`config.mk`:
```
export PLATFORM = sky130hd
export DESIGN_NAME = mux_scan_sequencer
export DESIGN_NICKNAME = d
export VERILOG_FILES = /design/src/rtl/mux_scan_sequencer.sv
export SDC_FILE = /design/constraint.sdc
export NUM_CORES = 1
export LEC_CHECK = 0
export ABC_AREA = 0
export BUFFER_PORTS_ARGS = -buffer_cell sky130_fd_sc_hd__buf_2
export CORE_MARGIN = 5
export CORE_UTILIZATION = 35
export DETAILED_ROUTE_END_ITERATION = 6
export SLEW_MARGIN = 20
export SYNTH_ARGS = -nofsm -noshare
export SYNTH_HDL_FRONTEND = slang
export SYNTH_SLANG_ARGS = --single-unit
```
`constraint.sdc`:
```
create_clock -name clk -period 1.4 [get_ports clk]
set_input_delay 0.14 -clock clk [delete_from_list [all_inputs] [get_ports clk]]
set_output_delay 0.14 -clock clk [all_outputs]
set_load 0.05 [all_outputs]
```
`src/rtl/mux_scan_sequencer.sv`:
```
//------------------------------------------------------------------------------
// Module   : mux_scan_sequencer
// Function : Steps a 2^ADDR_W:1 mux through every address, samples each input
//            after SETTLE clocks and presents the captured word on valid/ready.
// Options  : MUX_SCAN_PARITY_EN adds word_parity (XOR of word).
// Revision : 1.0 - initial release
//------------------------------------------------------------------------------
`default_nettype none

module mux_scan_sequencer #(
  parameter int ADDR_W = 2,
  parameter int SETTLE = 2
) (
  input  logic                     clk,
  input  logic                     reset_n,
  input  logic                     start,
  output logic [ADDR_W-1:0]        mux_addr,
  input  logic                     mux_out,
  output logic                     busy,
  output logic [(2**ADDR_W)-1:0]   word,
  output logic                     word_valid,
`ifdef MUX_SCAN_PARITY_EN
  output logic                     word_parity,
`endif
  input  logic                     word_ready
);

  localparam int                N              = 2**ADDR_W;
  localparam logic [3:0]        c_settle_last  = 4'(SETTLE - 1);
  localparam logic [ADDR_W-1:0] c_addr_last    = ADDR_W'(N - 1);

  typedef enum logic [1:0] {
    S_IDLE = 2'd0,
    S_SCAN = 2'd1,
    S_DONE = 2'd2
  } state_t;

  state_t              r_state,   w_state_nxt;
  logic [ADDR_W-1:0]   r_addr,    w_addr_nxt;
  logic [3:0]          r_cnt,     w_cnt_nxt;
  logic [N-1:0]        r_capture, w_capture_nxt;
  logic [N-1:0]        r_word,    w_word_nxt;
  logic                r_valid,   w_valid_nxt;
  logic                r_busy,    w_busy_nxt;
  logic [N-1:0]        w_sampled;
`ifdef MUX_SCAN_PARITY_EN
  logic                r_parity,  w_parity_nxt;
`endif

  always_ff @(posedge clk or negedge reset_n) begin
    if (!reset_n) begin
      r_state   <= S_IDLE;
      r_addr    <= '0;
      r_cnt     <= '0;
      r_capture <= '0;
      r_word    <= '0;
      r_valid   <= 1'b0;
      r_busy    <= 1'b0;
`ifdef MUX_SCAN_PARITY_EN
      r_parity  <= 1'b0;
`endif
    end else begin
      r_state   <= w_state_nxt;
      r_addr    <= w_addr_nxt;
      r_cnt     <= w_cnt_nxt;
      r_capture <= w_capture_nxt;
      r_word    <= w_word_nxt;
      r_valid   <= w_valid_nxt;
      r_busy    <= w_busy_nxt;
`ifdef MUX_SCAN_PARITY_EN
      r_parity  <= w_parity_nxt;
`endif
    end
  end

  always_comb begin
    w_state_nxt   = r_state;
    w_addr_nxt    = r_addr;
    w_cnt_nxt     = r_cnt;
    w_capture_nxt = r_capture;
    w_word_nxt    = r_word;
    w_valid_nxt   = r_valid;
    w_busy_nxt    = r_busy;
`ifdef MUX_SCAN_PARITY_EN
    w_parity_nxt  = r_parity;
`endif
    // Capture image including the bit being sampled this edge, so the final
    // word already contains the last address.
    w_sampled          = r_capture;
    w_sampled[r_addr]  = mux_out;

    case (r_state)
      S_IDLE: begin
        w_addr_nxt = '0;
        if (start) begin
          w_state_nxt = S_SCAN;
          w_busy_nxt  = 1'b1;
          w_cnt_nxt   = '0;
        end
      end
      S_SCAN: begin
        if (r_cnt == c_settle_last) begin
          w_capture_nxt = w_sampled;
          w_cnt_nxt     = '0;
          if (r_addr == c_addr_last) begin
            w_word_nxt  = w_sampled;
            w_valid_nxt = 1'b1;
            w_busy_nxt  = 1'b0;
            w_addr_nxt  = '0;
            w_state_nxt = S_DONE;
`ifdef MUX_SCAN_PARITY_EN
            w_parity_nxt = ^w_sampled;
`endif
          end else begin
            w_addr_nxt = r_addr + 1'b1;
          end
        end else begin
          w_cnt_nxt = r_cnt + 4'd1;
        end
      end
      S_DONE: begin
        if (word_ready) begin
          w_valid_nxt = 1'b0;
          w_state_nxt = S_IDLE;
        end
      end
      default: begin
        w_state_nxt = S_IDLE;
        w_addr_nxt  = '0;
        w_busy_nxt  = 1'b0;
        w_valid_nxt = 1'b0;
      end
    endcase
  end

  assign mux_addr   = r_addr;
  assign busy       = r_busy;
  assign word       = r_word;
  assign word_valid = r_valid;
`ifdef MUX_SCAN_PARITY_EN
  assign word_parity = r_parity;
`endif

endmodule

`default_nettype wire

```
* Word level (Yosys, flattened, before mapping)
Cells that the tools add are included.
Storage, ports and cells: register bits after elaboration 18, bits of input ports 5, output and inout bits 8, logic and storage cells 53
Operators by class: add/sub/neg operators 2, $lt $le $gt $ge 2, eq/ne operators 8, mux-type cells 22, bitwise logic cells 2, reduce and logical (&&, ||, !) cells 10
Operators by type and width (number):
- 2-bit 2-to-1 mux | 6
- 4-bit AND reduction | 3
- 4-bit 2-to-1 mux | 2
- 2-bit inequality test, second input constant | 4
- 4-bit one-hot mux with 2 select lines | 1
- 1-bit 2-to-1 mux | 7
- 1-bit one-hot mux with 3 select lines | 2
- 2-bit one-hot mux with 3 select lines | 1
- 2-bit AND reduction | 3
- 4-bit by 1-bit adder with 4-bit output, second input constant | 1
- 4-bit bitwise mux | 1
- 2-bit == test, second input constant | 2
- 4-bit by 1-bit == test with 1-bit output, second input constant | 1
- 2-bit one-hot mux with 2 select lines | 1
- 2-bit by 3-bit < comparator with 1-bit output, second input constant | 1
- 3-bit AND reduction | 1
- 2-bit by 1-bit adder with 2-bit output, second input constant | 1
- 1-bit demux with 2-bit select | 1
- 2-bit by 1-bit == test with 1-bit output, second input constant | 1
- 2-bit by 1-bit >= comparator with 1-bit output, second input constant | 1
- 2-bit logical NOT | 1
- 1-bit NOT | 2
- 2-bit nonzero test | 1
- 1-bit logical AND | 1

* Depth between registers and ports, before layout
Gate-level depths: netlist of run 1.
depth in word-level cells 5, gate-level depth with buffers 6, depth with buffers taken out 5

* Worst setup path after synthesis of run 1
No wires, ideal clock.
kind reg2reg, from register r_addr[0] (netlist: mux_addr[0]), to register r_word[0] (netlist: word[0]), setup time 0.125 ns, arrival 1.564 ns, data required time 1.275 ns, path slack -0.289 ns, cell stages (with the launch flop) 5, path buffers 1, clock period less this slack 1.689 ns, cells stage by stage dfrtp_1 -> ha_1 -> and3_4 -> buf_6 -> mux2_4
Between the ends: word-level cells in the longest chain between the ends 5, elaborated cells between the ends (all ways) 8, classes of those cells order compare (2); eq/ne (1); mux (3); reduce/logical (2)
Ends and longest elaborated chain:
- from (decl) | line 39 | logic [ADDR_W-1:0] r_addr, w_addr_nxt;
- from (signal assigned) | line 64 | r_addr <= w_addr_nxt;
- 2-bit by 3-bit < comparator with 1-bit output (implied by the code) or 2-bit by 1-bit >= comparator with 1-bit output (tied branches) | line 90 | w_sampled[r_addr] = mux_out;
- 1-bit logical AND (implied by the code) | line 90
- 1-bit 2-to-1 mux (implied by the code) | line 90
- 1-bit demux with 2-bit select | line 90
- 4-bit bitwise mux | line 90
- to (signal assigned) | line 67 | r_word <= w_word_nxt;
- to (decl) | line 42 | logic [N-1:0] r_word, w_word_nxt;
Parallel ways exist; a longest one is shown, timed or not. A chain may end at the register's enable or synchronous reset.

* Worst setup path after layout of run 1
from register r_cnt[1], to register r_word[3] (netlist: word[3])
Between the ends: word-level cells in the longest chain between the ends 2
Ends and longest elaborated chain:
- from (decl) | line 40 | logic [3:0] r_cnt, w_cnt_nxt;
- from (signal assigned) | line 65 | r_cnt <= w_cnt_nxt;
- 4-bit by 1-bit == test with 1-bit output | line 102 | if (r_cnt == c_settle_last) begin
- 3-bit AND reduction (no line)
No other way between the ends.

==> impl_metrics.csv, run 1 <==
group,metric,value,unit
critical_path,worstReg2RegEnd,"word[3]$_DFFE_PN0P_",
global_route,grt_util_met1,13.2,%
synthesis,ys_seq_area_share,45.3,%
timing,worst_slew_pin_slew,0.399,ns
synthesis,syn_area_per_cell,11.7,sq um
global_route,grt_pass1_wl,3130,um
routing,routed-via-count,707,
routing,drtAntennaViolNets,0,
placement,place_ws,-0.111,ns
routing,vias_per_cell,5.20,
critical_path,critPathBufInv,1,
worst_hold_path,hold_class,"input port to flip-flop",
status,outcome,"complete, but fails checks",
worst_hold_path,worstHoldStart,"word_ready",
global_route,grt_remaining_overflow,0,
layout,drive_gt1_share,51.9,%
critical_path,end_kind,"flip-flop",
floorplan,die_h,61.8,um
clocking,htree_num_levels,1,
floorplan,rows,18,
clocking,cts.sinks,17,
critical_path,critPathLaunchType,"flip-flop",
layout,stdcell_count,136,
global_route,track_usage,11.2,%
critical_path,crit_type,"flip-flop to flip-flop",
timing,finalCriticalPeriod,1.54,ns
clocking,clk_pin_slew_worst_paths,0.10,ns
critical_path,cp_top_family,"simple AND/OR/NAND/NOR gates",
routing,drt_iter0_drc,11,
routing,drc,0,
synthesis,synth_warnings,0,
placement,place_congestion,0.716,
floorplan,die-area,3820,sq um
critical_path,slowest_delay,0.41,ns
global_route,grt_util_met3,2.07,%
routing,avgRoutedWirePerCell,14.2,um
synthesis,syn_inst,80,
global_route,use_met2,20.0,%
synthesis,syn_nets,91,
critical_path,reg2reg_depth,5,
layout,fin_nets,118,
routing,dr.pass1.iters,4,
worst_hold_path,hold_end,"r_state[1]$_DFFE_PN0P_",
timing,finalCritPeriodShare,110,%
layout,area_delta_synth_final,32.9,%
routing,drt-total-wl,1930,um
status,violations,"setup timing",
critical_path,critPathRequiredTime,1.57,ns
timing,relSlewSlack,73.4,%
critical_path,crit_path_start,"r_cnt[1]$_DFFE_PN0P_",
global_route,top_usage_layer,"met2",
timing,finalMaxSlewViolations,0,
global_route,grt_max_degree,18,
timing,worst_clock_skew,0.00112,ns
critical_path,reg2reg_from,"r_cnt[1]$_DFFE_PN0P_",
clocking,clock_tree.root_cell,"clkbuf_4",
timing,hold_viol,0,
flow_run,cap_viol_max_count,0,
clocking,cts_max_path_buffers,2,
timing,fmax,0.651,GHz
placement,dp_hpwl,1460,um
critical_path,reg2reg_slack,-0.14,ns
placement,placed_cells,130,
floorplan,fp.coreArea,2520,sq um
clocking,clkLatencyLatePin,0.28,ns
floorplan,die_x,61.8,um
critical_path,cp_slowest_cell,"dfrtp_1",
layout,antenna_cells,0,
clocking,cts_buffers,3,
power_and_ir_drop,p_leak,0.580,nW
timing,finalSetupViolCount,11,
worst_hold_path,hold_depth,3,
power_and_ir_drop,p_per_area,2240,nW/um^2
critical_path,path_cells,"inv_2 > ha_4 > nor3b_4 > and3_4 > mux2_4",
placement,portBuffers,12,
critical_path,worstPathArrival,1.71,ns
layout,final_area,1250,sq um
global_route,antenna_found_initial,0,
timing,setup_ws,-0.137,ns
power_and_ir_drop,ir_drop,0.00115,V
global_route,grt_pass1_vias,726,
placement,place_area,1170,sq um
power_and_ir_drop,total_power,2.80,mW
floorplan,initial_core_util,37.2,%
synthesis,synth_area,938,sq um
timing,rsz0062_at_grt,"true",
floorplan,ios,13,
critical_path,worstPathMaxFanout,5,
clocking,cts_tree,"done",
synthesis,synth_cell_types,25,
synthesis,ys_seq_elements,17,
-- report_power, final --
part / internal [mW] / total (mW) / switching [mW]
logic: 0.771 / 1.62 / 0.847
clock network: 0.110 / 0.259 / 0.148
registers: 0.718 / 0.923 / 0.205
total: 1.60 / 2.80 / 1.20
-- layout make-up --
class / instances / area, sq um
inverter: 5 / 23.8
clock buffer: 4 / 26.3
multi-input combinational: 53 / 548
fill: 243 / 1270
tap: 30 / 37.5
sequential: 17 / 433
timing repair buffer: 27 / 179
-- synthesized netlist by cell type --
master | number | area, sq um
dfrtp_1 | 17 | 425
nand3_1 | 8 | 40.0
ha_1 | 6 | 75.1
mux2_2 | 6 | 67.6
nand2_1 | 6 | 22.5
inv_1 | 5 | 18.8
buf_6 | 4 | 45.0
mux2_4 | 4 | 60.1
a21o_1 | 3 | 22.5
o41ai_1 | 3 | 26.3
nor2_1 | 2 | 7.51
o211ai_1 | 2 | 15.0
o21ai_0 | 2 | 10.0
a22oi_1 | 1 | 7.51
a31oi_1 | 1 | 6.26
a32o_1 | 1 | 10.0
and2_1 | 1 | 6.26
and3_4 | 1 | 11.3
buf_4 | 1 | 7.51
nor2b_1 | 1 | 6.26
nor2b_4 | 1 | 13.8
nor3b_2 | 1 | 12.5
o21bai_1 | 1 | 7.51
o31ai_1 | 1 | 7.51
or2_2 | 1 | 6.26
-- state kept, by name, summed over array words and instances, names as in the netlist --
name	count
r_capture	3
r_cnt	4
busy	1
r_state	2
word	4
mux_addr	2
word_valid	1
-- cell families (layout without fill, tap and decap cells) --
group / after synthesis / after routing / share of synthesized area (%)
AND/OR/NAND/NOR: 22 / 22 / 13.5
AO/OA/AOI/OAI: 15 / 15 / 12.0
flip-flops: 17 / 17 / 45.3
buffers and inverters: 10 / 36 / 7.60
adder cells (fa/ha/maj): 6 / 6 / 8.00
multiplexers: 10 / 10 / 13.6
-- worst max path at each step --
| stage | slack (ns) | cells after the start | endpoint |
|---|---|---|---|
| 2_1_floorplan | -0.09 | 6 | word[0]$_DFFE_PN0P_ |
| 3_3_place_gp | -0.03 | 5 | word[2]$_DFFE_PN0P_ |
| 3_5_place_dp | -0.11 | 5 | word[3]$_DFFE_PN0P_ |
| 4_1_cts | -0.13 | 5 | word[3]$_DFFE_PN0P_ |
| 5_1_grt | -0.21 | 5 | word[2]$_DFFE_PN0P_ |
| 6_report | -0.14 | 5 | word[3]$_DFFE_PN0P_ |
-- layout by cell type (no fill, tap or decap), types with 2 or more instances in the layout --
| cell type | count |
|---|---|
| o41ai_1 | 2 |
| a21o_1 | 3 |
| o211ai_1 | 2 |
| nor2_1 | 2 |
| buf_2 | 12 |
| dfrtp_1 | 15 |
| buf_4 | 13 |
| mux2_2 | 3 |
| dfrtp_4 | 2 |
| inv_1 | 2 |
| clkbuf_4 | 3 |
| o21ai_0 | 2 |
| nand2_1 | 6 |
| ha_4 | 5 |
| nand3_1 | 8 |
| inv_4 | 2 |
| mux2_4 | 7 |
-- metrics by stage --
stage / hold slack [ns] / util, % / setup TNS [ns]
finish: 0.162 / 49.5 / -0.999
global placement: 0.0875 / 46.3 / -0.134
floorplan: -0.156 / - / -0.406
CTS: 0.151 / 47.8 / -0.830
global route: 0.161 / 49.5 / -2.17
detailed placement: 0.0945 / 46.3 / -0.667
-- routing by layer --
metal  up-vias  share of wire [%]
met5         -                  0
met4         0                1.5
met3         2                5.5
met2        22                 49
met1       347                 44
li1        336                  -
-- worst reg2reg max path, stage by stage, from the launching register on --
cell and delay, ns:
dfrtp_1 0.41, inv_2 0.07, ha_4 0.12, nor3b_4 0.25, and3_4 0.28, mux2_4 0.31
-- timing repair --
action,4_1_cts,5_1_grt
gates cloned,0,0
pin swaps,0,3
resized for setup,0,7
setup endpoints to repair,9,14
hold endpoints to repair,17,0
hold buffers,1,0
buffers inserted,0,1
Power figures use the tool's default switching activity.
==> run 2: changes to the inputs <==
CTS_BUF_LIST = sky130_fd_sc_hd__clkbuf_2 sky130_fd_sc_hd__clkbuf_4 sky130_fd_sc_hd__clkbuf_8   (was not set)
==> run 2 against run 1 <==
  * Power grew 0.93%
  * Clock skew up 0.0023 ns
  * Highest routed layer unchanged
  * Non-clock buffer count is the same
  * Largest cell class unchanged
  * The run still ends with setup timing left
==> impl_metrics.csv, run 2 (synthesized netlist as in run 1, its figures left out) <==
group,metric,value,unit
routing,drc,0,
power_and_ir_drop,p_sw,1.21,mW
timing,relSlewSlack,73.6,%
power_and_ir_drop,seq_power_share,32.8,%
clocking,cts_buffers,3,
critical_path,worstPathMaxFanout,5,
timing,worst_slew_pin_slew,0.396,ns
global_route,grt_max_degree,18,
status,violations,"setup timing",
floorplan,die-area,3820,sq um
flow_run,cap_viol_max_count,0,
routing,drtAntennaViolNets,0,
timing,worst_clock_skew,0.00346,ns
power_and_ir_drop,total_power,2.83,mW
layout,fill_cells,242,
routing,avgRoutedWirePerCell,14.2,um
layout,antenna_cells,0,
timing,finalSetupViolCount,13,
timing,finalCritPeriodShare,111,%
clocking,clock_tree.root_cell,"clkbuf_4",
global_route,antenna_found_initial,0,
power_and_ir_drop,p_per_area,2260,nW/um^2
timing,hold_viol,0,
critical_path,slowest_delay,0.42,ns
placement,place_congestion,0.716,
routing,dr.pass1.iters,4,
worst_hold_path,hold_class,"input port to flip-flop",
critical_path,reg2reg_slack,-0.15,ns
layout,layout_common_cells,"dfrtp_1 (15), buf_4 (13), buf_2 (12)",
critical_path,worstPathArrival,1.73,ns
timing,fmax,0.643,GHz
timing,finalMaxSlewViolations,0,
routing,drt_iter0_drc,6,
global_route,track_usage,11.5,%
placement,place_ws,-0.111,ns
global_route,grt_pass1_wl,3180,um
global_route,grt_remaining_overflow,0,
layout,fin_nets,118,
critical_path,cp_slowest_cell,"dfrtp_1",
floorplan,rows,18,
layout,multiInputGateArea,548,sq um
power_and_ir_drop,p_leak,0.583,nW
critical_path,critPathLaunchType,"flip-flop",
critical_path,critPathRequiredTime,1.58,ns
routing,drt-total-wl,1930,um
layout,area_delta_synth_final,33.3,%
layout,stdcell_count,136,
layout,drive_gt1_share,52.8,%
floorplan,die_h,61.8,um
critical_path,cp_top_family,"simple AND/OR/NAND/NOR gates",
power_and_ir_drop,internal_power,1.62,mW
clocking,clk_pin_slew_worst_paths,0.10,ns
clocking,clkLatencyLatePin,0.29,ns
timing,finalCriticalPeriod,1.55,ns
clocking,cts.sinks,17,
critical_path,path_cells,"inv_2 > ha_4 > nor3b_4 > and3_4 > mux2_4",
routing,vias_per_cell,5.12,
clocking,htree_num_levels,1,
routing,routed-via-count,696,
layout,final_common_cell,"dfrtp_1",
clocking,cts_tree,"done",
floorplan,ios,13,
critical_path,critPathBufInv,1,
floorplan,fp.coreArea,2520,sq um
placement,portBuffers,12,
global_route,grt_pass1_vias,739,
critical_path,end_kind,"flip-flop",
layout,layout.area.seq,433,sq um
placement,dp_hpwl,1460,um
timing,setup_ws,-0.154,ns
floorplan,die_x,61.8,um
floorplan,initial_core_util,37.2,%
power_and_ir_drop,power.share.switching,42.8,%
power_and_ir_drop,p_comb_share,57.2,%
timing,rsz0062_at_grt,"true",
power_and_ir_drop,pwr-share-clk,10.0,%
critical_path,crit_type,"flip-flop to flip-flop",
clocking,cts_max_path_buffers,2,
power_and_ir_drop,ir_drop,0.00123,V
status,outcome,"complete, but fails checks",
placement,placed_cells,130,
timing,fin_hold_ws,0.156,ns
==> run 2: cell count changes in the layout (fill, tap and decap cells not counted) <==
cell	change
clkbuf_1	-1
clkbuf_4	+1
==> run 2: repair_timing <==
| item | 4_1_cts | 5_1_grt |
|---|---|---|
| setup endpoints to repair | 10 | 14 |
| hold endpoints to repair | 17 | 0 |
| resized for setup | 1 | 6 |
| buffers inserted | 0 | 1 |
| pin swaps | 0 | 3 |
| hold buffers | 1 | 0 |
==> run 2: power by group through the flow <==
stage	Sequential [mW]	Combinational, mW	Clock (mW)
floorplan	1.23	0.765	0
detailed placement	0.931	1.53	0
global route	0.957	1.76	0.322
global placement	0.912	1.48	0
CTS	0.921	1.55	0.299
finish	0.927	1.62	0.283
==> run 2: final timing paths <==
| check | start | endpoint | cells after the start |
|---|---|---|---|
| hold / removal | word_ready | r_state[1]$_DFFE_PN0P_ | 3 |
| max in group asynchronous | reset_n | mux_addr[1]$_DFFE_PN0P_ | 2 |
| setup reg to reg | r_cnt[1]$_DFFE_PN0P_ | word[3]$_DFFE_PN0P_ | 5 |
| setup / recovery | r_cnt[1]$_DFFE_PN0P_ | word[3]$_DFFE_PN0P_ | 5 |
| hold reg to reg | word_valid$_DFFE_PN0P_ | word_valid$_DFFE_PN0P_ | 1 |
| min in group asynchronous | reset_n | r_cnt[0]$_DFFE_PN0P_ | 2 |
==> run 2: final cells by class <==
cell class	instances	area share, %
Clock buffer	4	2.40
Sequential cell	17	34.6
Tap cell	30	3.00
Multi-Input combinational cell	53	43.8
Inverter	5	1.90
Timing Repair Buffer	27	14.3
==> run 2: stage by stage <==
stage / instance area (sq um) / setup TNS [ns] / utilization (%)
2_1_floorplan: 1030 / -0.406 / -
3_3_place_gp: 1170 / -0.134 / 46.3
3_5_place_dp: 1170 / -0.667 / 46.3
4_1_cts: 1210 / -0.838 / 48.1
5_1_grt: 1250 / -2.36 / 49.6
6_report: 1250 / -1.21 / 49.6
==> run 2: tightest hold or removal path: cells and delay by family <==
family          cells  cell delay (ns)
compound gates      1             0.16
simple gates        1             0.03
buf+inv             1             0.08
==> run 2: per-layer routing <==
layer | part of all wire (%) | GRT usage (%) | wire length [um] | vias to the layer above
li1 | - | - | - | 334
met1 | 45 | 13.4 | 875 | 347
met2 | 50 | 20.5 | 957 | 13
met3 | 3.6 | 2.07 | 70 | 2
met4 | 1.4 | 5.45 | 27 | 0
met5 | 0 | 0 | 0 | -
==> run 3: changes to the inputs <==
CORE_ASPECT_RATIO = 0.9   (was not set)
==> run 3 against run 2 <==
  * The run still ends with setup timing left
  * Global-route usage fell by 0.30 points
  * Wire length fell by 1.0%
  * Combinational power rose by 6%
  * First-iteration DRC count rose by 17%
  * Worst hold slack improved by 0.0094 ns
  * Largest cell class unchanged
  * Highest routed layer unchanged
==> impl_metrics.csv, run 3 (synthesized netlist as in run 1, its figures left out) <==
group,metric,value,unit
power_and_ir_drop,p_per_area,2270,nW/um^2
power_and_ir_drop,power.share.switching,42.5,%
critical_path,end_kind,"flip-flop",
layout,layout_common_cells,"buf_4 (16), dfrtp_1 (15), buf_2 (12)",
clocking,cts.sinks,17,
layout,final_util,50.5,%
global_route,grt_pass1_vias,690,
routing,wl_met2,888,um
routing,drt_iter0_drc,7,
routing,drt-total-wl,1910,um
placement,portBuffers,12,
floorplan,die_h,59.1,um
layout,fin_nets,120,
placement,place_area,1180,sq um
placement,place_ws,-0.149,ns
routing,avgRoutedWirePerCell,14.0,um
timing,finalCriticalPeriod,1.51,ns
layout,final_common_cell,"buf_4",
floorplan,fp.coreArea,2510,sq um
global_route,grt_pass1_wl,3260,um
status,outcome,"complete, but fails checks",
placement,place_congestion,0.781,
timing,hold_viol,0,
timing,relSlewSlack,74.0,%
clocking,cts_buffers,3,
flow_run,cap_viol_max_count,0,
routing,wl_met3,68,um
timing,finalMaxSlewViolations,0,
routing,dr.pass1.iters,3,
layout,fill_cells,235,
routing,top_layer,"met4",
critical_path,critPathLaunchType,"flip-flop",
power_and_ir_drop,seq_power_share,31.4,%
critical_path,worstPathMaxFanout,5,
critical_path,crit_type,"flip-flop to flip-flop",
clocking,htree_num_levels,1,
layout,drive_gt1_share,54.6,%
power_and_ir_drop,p_sw,1.23,mW
timing,worst_slew_pin_slew,0.390,ns
power_and_ir_drop,p_comb_share,59.5,%
power_and_ir_drop,pwr-share-clk,9.1,%
critical_path,worstPathArrival,1.69,ns
power_and_ir_drop,p_leak,0.598,nW
routing,routed-via-count,698,
placement,placed_cells,130,
clocking,cts_max_path_buffers,2,
layout,area_delta_synth_final,35.2,%
timing,rsz0062_at_grt,"true",
routing,drc,0,
routing,drtAntennaViolNets,0,
global_route,antenna_found_initial,0,
clocking,clkLatencyLatePin,0.29,ns
critical_path,critPathRequiredTime,1.58,ns
timing,fmax,0.662,GHz
floorplan,rows,17,
global_route,track_usage,11.2,%
timing,setup_ws,-0.111,ns
floorplan,die_x,64.6,um
timing,finalSetupViolCount,8,
floorplan,die-area,3820,sq um
timing,finalCritPeriodShare,108,%
routing,vias_per_cell,5.13,
floorplan,ios,13,
timing,fin_hold_ws,0.165,ns
status,violations,"setup timing",
clocking,cts_tree,"done",
routing,wl_met1,910,um
worst_hold_path,hold_class,"input port to flip-flop",
global_route,grt_max_degree,18,
layout,final_area,1270,sq um
global_route,grt_remaining_overflow,0,
layout,antenna_cells,0,
placement,dp_hpwl,1450,um
clocking,clk_pin_slew_worst_paths,0.10,ns
layout,stdcell_count,136,
timing,worst_clock_skew,0.00245,ns
power_and_ir_drop,ir_drop,0.00117,V
floorplan,initial_core_util,37.4,%
power_and_ir_drop,internal_power,1.66,mW
clocking,clock_tree.root_cell,"clkbuf_4",
-- run 3: cell types whose count changed in the layout (fill, tap and decap cells not counted), sizes merged --
cell,delta
buf,+2
clkbuf,-1
clkinv,+1
-- run 3: worst max-delay path, stage by stage (launching register included) --
cell and delay, ns:
dfrtp_1 0.39, inv_1 0.06, ha_2 0.15, nor3b_4 0.22, and3_4 0.27, mux2_4 0.31
-- run 3: area by class of cell --
type / instances / area, sq um / share of cell area [%]
repair buffers: 29 / 190 / 15.0
inverters: 5 / 23.8 / 1.87
well taps: 28 / 35.0 / 2.76
flip-flops and latches: 17 / 433 / 34.1
clock inverters: 1 / 5.00 / 0.394
multi-input cells: 53 / 559 / 44.1
clock buffers: 3 / 22.5 / 1.78
-- run 3: timing repair --
action                                  in CTS  in global routing
pin swaps                                    3                  2
endpoints found under the setup margin      11                 13
buffers inserted                             1                  0
endpoints found under the hold margin       17                  0
gates resized for setup                      5                  2
hold buffers                                 1                  0
-- run 3: worst paths after layout --
path,slack (ns),end,start,cells past startpoint
worst max register to register,-0.11,word[1]$_DFFE_PN0P_,r_cnt[1]$_DFFE_PN0P_,5
worst min-delay path,0.17,r_state[1]$_DFFE_PN0P_,word_ready,3
max in group asynchronous,0.79,mux_addr[1]$_DFFE_PN0P_,reset_n,2
min in group asynchronous,0.30,busy$_DFFE_PN0P_,reset_n,2
worst min register to register,0.48,word_valid$_DFFE_PN0P_,word_valid$_DFFE_PN0P_,1
worst max-delay path,-0.11,word[1]$_DFFE_PN0P_,r_cnt[1]$_DFFE_PN0P_,5
-- run 3: power by group through the flow --
stage	registers, mW	clock network (mW)	logic [mW]
finish	0.904	0.262	1.72
global route	0.934	0.303	1.86
CTS	0.911	0.283	1.64
detailed placement	0.919	0	1.56
global placement	0.905	0	1.52
floorplan	1.23	0	0.765
-- run 3: stage by stage --
step | TNS (ns) | power [mW]
2_1_floorplan | -0.406 | 2.00
3_3_place_gp | -0.369 | 2.43
3_5_place_dp | -0.805 | 2.47
4_1_cts | -0.747 | 2.83
5_1_grt | -1.14 | 3.10
6_report | -0.613 | 2.88
-- run 3: layer usage --
metal,vias up,track usage (%)
met3,4,4.17
li1,337,-
met2,13,18.5
met4,0,3.61
met5,-,0
met1,344,13.7
